`config.mk`:
```
export PLATFORM = sky130hd
export DESIGN_NAME = operand_feeder
export DESIGN_NICKNAME = d
export VERILOG_FILES = /design/src/rtl/ca_pkg.sv /design/src/rtl/operand_feeder_fifo.sv /design/src/rtl/operand_feeder.sv
export SDC_FILE = /design/constraint.sdc
export NUM_CORES = 1
export LEC_CHECK = 0
export ABC_AREA = 1
export BUFFER_PORTS_ARGS = -buffer_cell sky130_fd_sc_hd__buf_2
export CAP_MARGIN = 20
export CORE_MARGIN = 8
export CORE_UTILIZATION = 30
export DETAILED_ROUTE_END_ITERATION = 7
export GPL_TIMING_DRIVEN = 0
export HOLD_SLACK_MARGIN = 0.12
export SLEW_MARGIN = 40
export SYNTH_ARGS = -nofsm -noshare
export SYNTH_HDL_FRONTEND = slang
export SYNTH_HIERARCHICAL = 1
export SYNTH_SLANG_ARGS = --single-unit
```
`constraint.sdc`:
```
create_clock -name clk -period 2.4 [get_ports clk]
set_input_delay 0.48 -clock clk [delete_from_list [all_inputs] [get_ports clk]]
set_output_delay 0.48 -clock clk [all_outputs]
set_load 0.03 [all_outputs]
```
`src/rtl/ca_pkg.sv`:
```
// Shared types for the operand feeder: FSM state encoding and default operand width.
package ca_pkg;

  localparam int unsigned FEED_WIDTH = 4;

  typedef enum logic [1:0] {
    FEED_IDLE = 2'd0,
    FEED_LOAD = 2'd1,
    FEED_RUN  = 2'd2,
    FEED_DONE = 2'd3
  } feed_state_t;

endpackage

```
`src/rtl/operand_feeder_fifo.sv`:
```
// Operand-pair FIFO: registered count, no full or empty bypass.
module pair_fifo #(
  parameter int unsigned DW    = 8,
  parameter int unsigned DEPTH = 4
) (
  input  logic          clk,
  input  logic          rst,
  input  logic          push_i,
  input  logic [DW-1:0] data_i,
  input  logic          pop_i,
  output logic [DW-1:0] data_o,
  output logic          full_o,
  output logic          empty_o
);

  localparam int unsigned AW = $clog2(DEPTH);
  localparam int unsigned CW = $clog2(DEPTH + 1);

  logic [DW-1:0] mem_q [DEPTH];
  logic [AW-1:0] wr_ptr_q;
  logic [AW-1:0] rd_ptr_q;
  logic [CW-1:0] count_q;
  logic          push_ok;
  logic          pop_ok;

  assign full_o  = (count_q == CW'(DEPTH));
  assign empty_o = (count_q == '0);
  assign push_ok = push_i && !full_o;
  assign pop_ok  = pop_i && !empty_o;
  assign data_o  = mem_q[rd_ptr_q];

  always_ff @(posedge clk) begin
    if (push_ok) mem_q[wr_ptr_q] <= data_i;
  end

  // Pointers wrap naturally because DEPTH is a power of two.
  always_ff @(posedge clk) begin
    if (rst) begin
      wr_ptr_q <= '0;
      rd_ptr_q <= '0;
      count_q  <= '0;
    end else begin
      if (push_ok) wr_ptr_q <= wr_ptr_q + AW'(1);
      if (pop_ok)  rd_ptr_q <= rd_ptr_q + AW'(1);
      case ({push_ok, pop_ok})
        2'b10:   count_q <= count_q + CW'(1);
        2'b01:   count_q <= count_q - CW'(1);
        default: count_q <= count_q;
      endcase
    end
  end

endmodule

```
`src/rtl/operand_feeder.sv`:
```
// Buffers host operand pairs and issues them one job at a time into the datapath,
// holding it frozen between jobs and flagging jobs that never complete.
module operand_feeder
  import ca_pkg::*;
#(
  parameter int unsigned WIDTH   = FEED_WIDTH,
  parameter int unsigned DEPTH   = 4,
  parameter int unsigned TIMEOUT = 15
) (
  input  logic             clk,
  input  logic             rst,
  input  logic             in_valid,
  output logic             in_ready,
  input  logic [WIDTH-1:0] in_a,
  input  logic [WIDTH-1:0] in_b,
  output logic [WIDTH-1:0] op_R1,
  output logic [WIDTH-1:0] op_R2,
  output logic             LD_op,
  output logic             E,
  input  logic             LD_outr,
  input  logic [WIDTH-1:0] outr,
  output logic [WIDTH-1:0] result,
  output logic             result_vld,
  output logic             busy,
  output logic             err,
  output logic [7:0]       jobs_done
);

  localparam int unsigned TW = $clog2(TIMEOUT + 1);

  feed_state_t        state_q;
  logic [TW-1:0]      timer_q;
  logic [2*WIDTH-1:0] pair;
  logic               fifo_full;
  logic               fifo_empty;
  logic               push;
  logic               pop;

  assign in_ready = !fifo_full;
  assign push     = in_valid && in_ready;
  assign pop      = (state_q == FEED_IDLE) && !fifo_empty;
  assign busy     = (state_q != FEED_IDLE);

  pair_fifo #(
    .DW    (2 * WIDTH),
    .DEPTH (DEPTH)
  ) u_fifo (
    .clk     (clk),
    .rst     (rst),
    .push_i  (push),
    .data_i  ({in_a, in_b}),
    .pop_i   (pop),
    .data_o  (pair),
    .full_o  (fifo_full),
    .empty_o (fifo_empty)
  );

  // Outputs are registered against the state being entered, so E/LD_op/result_vld
  // line up with the state they belong to.
  always_ff @(posedge clk) begin
    if (rst) begin
      state_q    <= FEED_IDLE;
      timer_q    <= '0;
      E          <= 1'b1;
      LD_op      <= 1'b0;
      op_R1      <= '0;
      op_R2      <= '0;
      result     <= '0;
      result_vld <= 1'b0;
      err        <= 1'b0;
      jobs_done  <= '0;
    end else begin
      case (state_q)
        FEED_IDLE: begin
          E          <= 1'b1;
          result_vld <= 1'b0;
          if (!fifo_empty) begin
            op_R1   <= pair[2*WIDTH-1:WIDTH];
            op_R2   <= pair[WIDTH-1:0];
            LD_op   <= 1'b1;
            state_q <= FEED_LOAD;
          end
        end
        FEED_LOAD: begin
          LD_op   <= 1'b0;
          E       <= 1'b0;
          timer_q <= '0;
          state_q <= FEED_RUN;
        end
        FEED_RUN: begin
          if (LD_outr) begin
            result     <= outr;
            jobs_done  <= jobs_done + 8'd1;
            result_vld <= 1'b1;
            E          <= 1'b1;
            state_q    <= FEED_DONE;
          end else if (timer_q == TW'(TIMEOUT)) begin
            err     <= 1'b1;
            E       <= 1'b1;
            state_q <= FEED_IDLE;
          end else begin
            timer_q <= timer_q + TW'(1);
          end
        end
        FEED_DONE: begin
          result_vld <= 1'b0;
          E          <= 1'b1;
          state_q    <= FEED_IDLE;
        end
        default: state_q <= FEED_IDLE;
      endcase
    end
  end

endmodule

```
# Word level (Yosys, flattened, before mapping)
# Memory sizes are Yosys's and may differ from the RTL's. A register that Yosys moved wholly into a read port is not among the register bits.
# Index checks and enable logic that the tools add are counted.
[classes]
reduce_logical = 21
bitwise_logic = 2
order_cmp = 0
n_mul = 0
n_shift = 0
n_div = 0
addsub = 6
eq_ne = 12
n_mux = 17
[ops]
columns = ["operator", "n"]
rows = [
  ["AND reduction 2 bit", 5],
  ["nonzero test 2 bit", 5],
  ["adder 8 x 1 -> 8 bit (second input constant)", 1],
  ["2-to-1 mux 4 bit", 2],
  ["inequality test 2 bit (second input constant)", 4],
  ["case mux 2 bit (4 select lines)", 1],
  ["case mux 4 bit (2 select lines)", 1],
  ["== test 2 bit (second input constant)", 3],
  ["2-to-1 mux 1 bit", 6],
  ["2-to-1 mux 2 bit", 3],
  ["case mux 3 bit (2 select lines)", 1],
  ["AND reduction 3 bit", 2],
  ["adder 2 x 1 -> 2 bit (second input constant)", 2],
  ["adder 4 x 1 -> 4 bit (second input constant)", 1],
  ["== test 2 x 1 -> 1 bit (second input constant)", 2],
  ["== test 4 bit (second input constant)", 1],
  ["logical AND 1 bit", 4],
  ["case mux 1 bit (2 select lines)", 2],
  ["adder 3 x 1 -> 3 bit (second input constant)", 1],
  ["== test 3 bit (second input constant)", 1],
  ["zero test 3 bit", 1],
  ["inequality test 3 bit (second input constant)", 1],
  ["case mux 1 bit (3 select lines)", 1],
  ["subtractor 3 x 1 -> 3 bit (second input constant)", 1],
  ["other kinds (4)", 6],
]
[word_totals]
elab_cells = 70
out_inout_bits = 26
mem_count = 1
reg_bits = 29
latchBits = 0
mem_bits_ro = 0
mem_bits_rw = 32
[memory_table]
columns = ["name", "words", "width", "rd", "rd_clocked_by_memory_dff", "write_ports", "line_no", "rtl"]
rows = [
  ["u_fifo.mem_q", 4, 8, 1, 1, 1, "operand_feeder_fifo.sv:19", "logic [DW-1:0] mem_q [DEPTH];"],
]

# Longest topological paths before layout
[logic_depth]
depth_word = 6
depth_mapped = 17
depth_no_buf = 17

# Hierarchy
# Netlist, hierarchy kept.
[modules_own_cells]
columns = ["mod", "seq_area_each_um2", "n_inst", "area_each_um2", "cells_each"]
rows = [
  ["pair_fifo", 1141.1, 1, 1691.6, 146],
  ["operand_feeder", 600.6, 1, 1358.8, 186],
]

# Least setup slack after synthesis
# Ideal clock, no wire load.
[synth_timing]
path_type = "reg-to-reg"
start = "reg state_q[0]"
end = "reg u_fifo.count_q[1]"
n_path_buf = 0
stages_incl_launch_ff = 11
path_slack_ns = 0.311
t_required_ns = 2.330
period_less_slack_ns = 2.089
t_arrival_ns = 2.020
path_cell_list = "dfxtp_1 inv_1 ha_1 nand2_1 clkinv_1 nand2_1 inv_1 ha_1 inv_1 fa_1 a21oi_1"
[synth_via]
elab_chain_cells = 5
[synth_lines]
columns = ["element", "line_no", "rtl"]
rows = [
  ["start: declaration", "operand_feeder.sv:31", "feed_state_t state_q;"],
  ["start signal: assignment", "operand_feeder.sv:62", "state_q <= FEED_IDLE;"],
  ["start signal: assignment", "operand_feeder.sv:81", "state_q <= FEED_LOAD;"],
  ["start signal: assignment", "operand_feeder.sv:88", "state_q <= FEED_RUN;"],
  ["zero test 2 bit (*)", "operand_feeder.sv:41", "assign pop = (state_q == FEED_IDLE) && !fifo_empty;"],
  ["logical AND 1 bit (*)", "operand_feeder.sv:41", ""],
  ["named net pop", "operand_feeder.sv:37", "logic pop;"],
  ["logical AND 1 bit (*)", "operand_feeder_fifo.sv:29", "assign pop_ok = pop_i && !empty_o;"],
  ["named net u_fifo.pop_ok", "operand_feeder_fifo.sv:24", "logic pop_ok;"],
  ["== test 2 x 1 -> 1 bit / == test 2 bit (equally long branches)", "operand_feeder_fifo.sv:45", "case ({push_ok, pop_ok})"],
  ["case mux 3 bit (2 select lines) / nonzero test 2 bit (equally long branches)", "n/a", ""],
  ["end signal: assignment", "operand_feeder_fifo.sv:46", "2'b10: count_q <= count_q + CW'(1);"],
  ["end signal: assignment", "operand_feeder_fifo.sv:47", "2'b01: count_q <= count_q - CW'(1);"],
  ["end signal: assignment", "operand_feeder_fifo.sv:48", "default: count_q <= count_q;"],
  ["end: declaration", "operand_feeder_fifo.sv:22", "logic [CW-1:0] count_q;"],
]
# Mark *: on every way through the listed nets, which the timed path passes. The rest lies on a longest branch.
# A chain may end at the register's enable or synchronous reset.

# Worst setup path after layout
[layout_timing]
start = "reg state_q[0]"
end = "reg u_fifo.count_q[2]"
# Same word-level chain as after synthesis.

==> insert_results.sql <==
INSERT INTO impl_metrics (metric_group, metric, value, unit) VALUES
('layout', 'area.growth.synth_to_final', '19.52', '%'),
('clocking', 'cts.reportedPaths.clkPinSlew', '0.09', 'ns'),
('global_routing', 'grt-ovfl-total', '0', ''),
('logic_synthesis', 'synth.lib_cells_used.distinct', '28', ''),
('sta', 'fin_crit', '2.160', 'ns'),
('placed_design', 'place_area', '3426', 'µm²'),
('global_routing', 'grt_start_max_net_pins', '16', ''),
('worst_setup_path', 'crit_type', 'flop to flop', ''),
('clocking', 'cts.root.buffer_cell', 'clkbuf_8', ''),
('placed_design', 'count_of_input_and_output_buffers', '41', ''),
('clocking', 'post-cts-setup-buffers', '0', ''),
('worst_setup_path', 'cpLargestDelayFamily', 'adder cells', ''),
('clocking', 'cts_num_sinks', '71', ''),
('worst_setup_path', 'r2r-end', 'u_fifo/count_q[2]', ''),
('layout', 'drive_gt1_frac', '0.2159', ''),
('pwr', 'finalPower', '3994', 'µW'),
('pwr', 'ir_worst_vdd', '0.4140', 'mV'),
('hold_path', 'worst_hold_path_type', 'primary input to flop', ''),
('clocking', 'cts_tree', 'built', ''),
('worst_setup_path', 'critPathBufInv', '5', ''),
('global_routing', 'antenna_found_initial', '0', ''),
('worst_setup_path', 'worstSetupPathDepth', '15', ''),
('logic_synthesis', 'synth.largest_area_cell', 'edfxtp_1', ''),
('worst_setup_path', 'cp-startpoint', 'state_q[0]', ''),
('logic_synthesis', 'post-synth-top-count-cell', 'nor2_1', ''),
('worst_setup_path', 'timing.critical_path.cells', 'inv_2, ha_2, nand2_2, inv_6, nand2_1, inv_1, ha_1, inv_1, fa_1, inv_1, nand2_1, nand3_1, nand2_1, nand2_1, nor2_1', ''),
('sta', 'finalSetupViolations', '0', ''),
('pwr', 'cellPowerDensity', '1095', 'nW/µm²'),
('route', 'first_pass_iters', '4', ''),
('layout', 'finalInstanceArea', '3646', 'µm²'),
('sta', 'timing.fmax', '463.0', 'MHz'),
('placed_design', 'dp_hpwl', '4612', 'µm'),
('clocking', 'cts.path.max_buffers', '2', ''),
('worst_setup_path', 'timing.reg2reg.setup_slack', '0.24', 'ns'),
('route', 'routed_wire_length_per_instance', '12.20', 'µm'),
('worst_setup_path', 'cp.required', '2.65', 'ns'),
('logic_synthesis', 'synth_largest_type_area_fraction', '0.3150', ''),
('layout', 'num-fill-cells', '1044', ''),
('die', 'die-width', '116.8', 'µm'),
('layout', 'layout.nets', '413', ''),
('logic_synthesis', 'ys_top_cells_by_area', 'edfxtp_1, dfxtp_1, nor2_1, nand2_1, ha_1', ''),
('route', 'route.final.wire_length', '6403', 'µm'),
('sta', 'finalMaxSlewViolations', '0', ''),
('die', 'fp.dieH', '116.8', 'µm'),
('route', 'routed-via-count', '2255', ''),
('route', 'drtIter0Drc', '122', ''),
('worst_setup_path', 'crit_path_top_delay_cell', 'fa_1', ''),
('clocking', 'cts.hold.buffers_added', '0', ''),
('die', 'i_o_pin_cnt', '42', ''),
('clocking', 'clock_insertion_delay_worst_skew', '0.35', 'ns'),
('worst_setup_path', 'critPathMaxFanout', '12', ''),
('logic_synthesis', 'yosys_register_bits', '71', ''),
('logic_synthesis', 'syn-num-nets', '361', ''),
('worst_setup_path', 'crit_path_end_kind', 'flop', ''),
('worst_setup_path', 'max_stage_delay', '0.38', 'ns'),
('clocking', 'cts-buffers-inserted', '9', ''),
('worst_setup_path', 'cp-endpoint', 'u_fifo/count_q[2]', ''),
('logic_synthesis', 'async_flop_share', '0', ''),
('die', 'floorplan.rows', '37', ''),
('status', 'outcome', 'finished clean', ''),
('worst_setup_path', 'rr_startpoint', 'state_q[0]', ''),
('worst_setup_path', 'r2r_cells', '15', ''),
('worst_setup_path', 'most_frequent_cell_on_the_critical_path', 'nand2_1', ''),
('global_routing', 'global_route.usage.total', '0.1002', ''),
('logic_synthesis', 'post_synth_edffs', '32', ''),
('clocking', 'h-tree-depth', '3', ''),
('sta', 'slew_headroom', '0.4603', ''),
('logic_synthesis', 'main_flop_type_after_synthesis', 'dfxtp_1', ''),
('route', 'antenna_violating_nets_post_route', '0', ''),
('logic_synthesis', 'postSynthAreaPerCell', '9.188', 'µm²'),
('global_routing', 'grt_first_pass_wirelength', '10470', 'µm');
-- layer usage --
layer,wire length [µm],vias to the layer above,GRT usage
met3,405,10,0.03335
met4,84,0,0.04010
met5,0,-,0
met2,2974,45,0.1566
li1,-,1192,-
met1,2939,1008,0.1250
-- state kept, by name (all words and copies together) (netlist names), 2 cells and up, named ones only --
register	flops
u_fifo/rd_ptr_q	2
u_fifo/mem_q	32
op_R1	4
op_R2	4
result	4
u_fifo/wr_ptr_q	2
jobs_done	8
timer_q	4
u_fifo/count_q	3
state_q	2
-- worst reg2reg max path, cell delays in order, from the launching register on --
cell	delay [ns]
dfxtp_1	0.36
inv_2	0.11
ha_2	0.22
nand2_2	0.15
inv_6	0.13
nand2_1	0.08
inv_1	0.09
ha_1	0.17
inv_1	0.07
fa_1	0.38
inv_1	0.06
nand2_1	0.04
nand3_1	0.08
nand2_1	0.06
nand2_1	0.05
nor2_1	0.03
-- repair_timing --
action                                  CTS  global route
cloned                                    0             0
endpoints found under the setup margin    2             2
gates resized for setup                   1             6
-- cells in the final DEF, fill, tap and decap left out, types with 2 or more instances in the layout --
master / Yosys / final
nand2_4: 3 / 3
inv_1: 39 / 37
inv_8: 0 / 2
nor2_1: 64 / 64
o21ai_0: 30 / 30
nor2_4: 2 / 2
dfxtp_1: 39 / 39
clkbuf_8: 0 / 9
nand2_1: 47 / 46
o21ai_2: 3 / 3
nand3_1: 11 / 11
ha_1: 12 / 11
inv_6: 0 / 3
edfxtp_1: 32 / 32
o22ai_1: 8 / 8
nand2_2: 4 / 5
nor2_2: 3 / 3
buf_2: 1 / 42
buf_6: 2 / 2
a21oi_1: 16 / 16
inv_2: 2 / 4
nor3_1: 3 / 3
nand4_1: 3 / 3
-- how the worst min path moves through the flow --
stage | from | end | slack [ns] | cells past startpoint
after floorplan | timer_q[0] | timer_q[0] | 0.43 | 1
after global placement | timer_q[0] | timer_q[0] | 0.45 | 1
after detailed placement | timer_q[0] | timer_q[0] | 0.45 | 1
after CTS | in_a[1] | u_fifo/mem_q[2][5] | 0.32 | 1
after global routing | in_a[2] | u_fifo/mem_q[0][6] | 0.33 | 1
final | in_a[1] | u_fifo/mem_q[2][5] | 0.34 | 1
-- report_power, final --
part	switching, µW	total, µW	internal (µW)	leakage (µW)
combinational	928	1370	442	0.000818
clock	506	1010	503	0.000104
sequential	134	1610	1480	0.000612
-- through the flow --
step           hold WS [ns]  worst slack [ns]  utilization  cells
2_1_floorplan        0.4311            0.3106            -    332
3_3_place_gp         0.4488          -0.03295       0.3395    509
3_5_place_dp         0.4533          -0.08138       0.3395    509
4_1_cts              0.3233           0.02435       0.3604    525
5_1_grt              0.3296           0.06159       0.3613    525
6_report             0.3393            0.2399       0.3613    525
-- cells by family after synthesis --
logic type,Yosys count,synth area share
buf+inv,47,0.06357
flops,71,0.5710
compound gates,60,0.1071
fa+ha+maj,13,0.05578
simple gates,141,0.2026
-- area by class of cell --
class | count | share of cell area
plain buffers | 4 | 0.008579
inverters | 43 | 0.04598
well taps | 136 | 0.04667
flip-flops and latches | 71 | 0.4777
multi-input cells | 214 | 0.3071
repair buffers | 41 | 0.05628
clock buffers | 9 | 0.03397
clock inverters | 7 | 0.02368
Note: power is estimated with default switching activity, not from simulation.
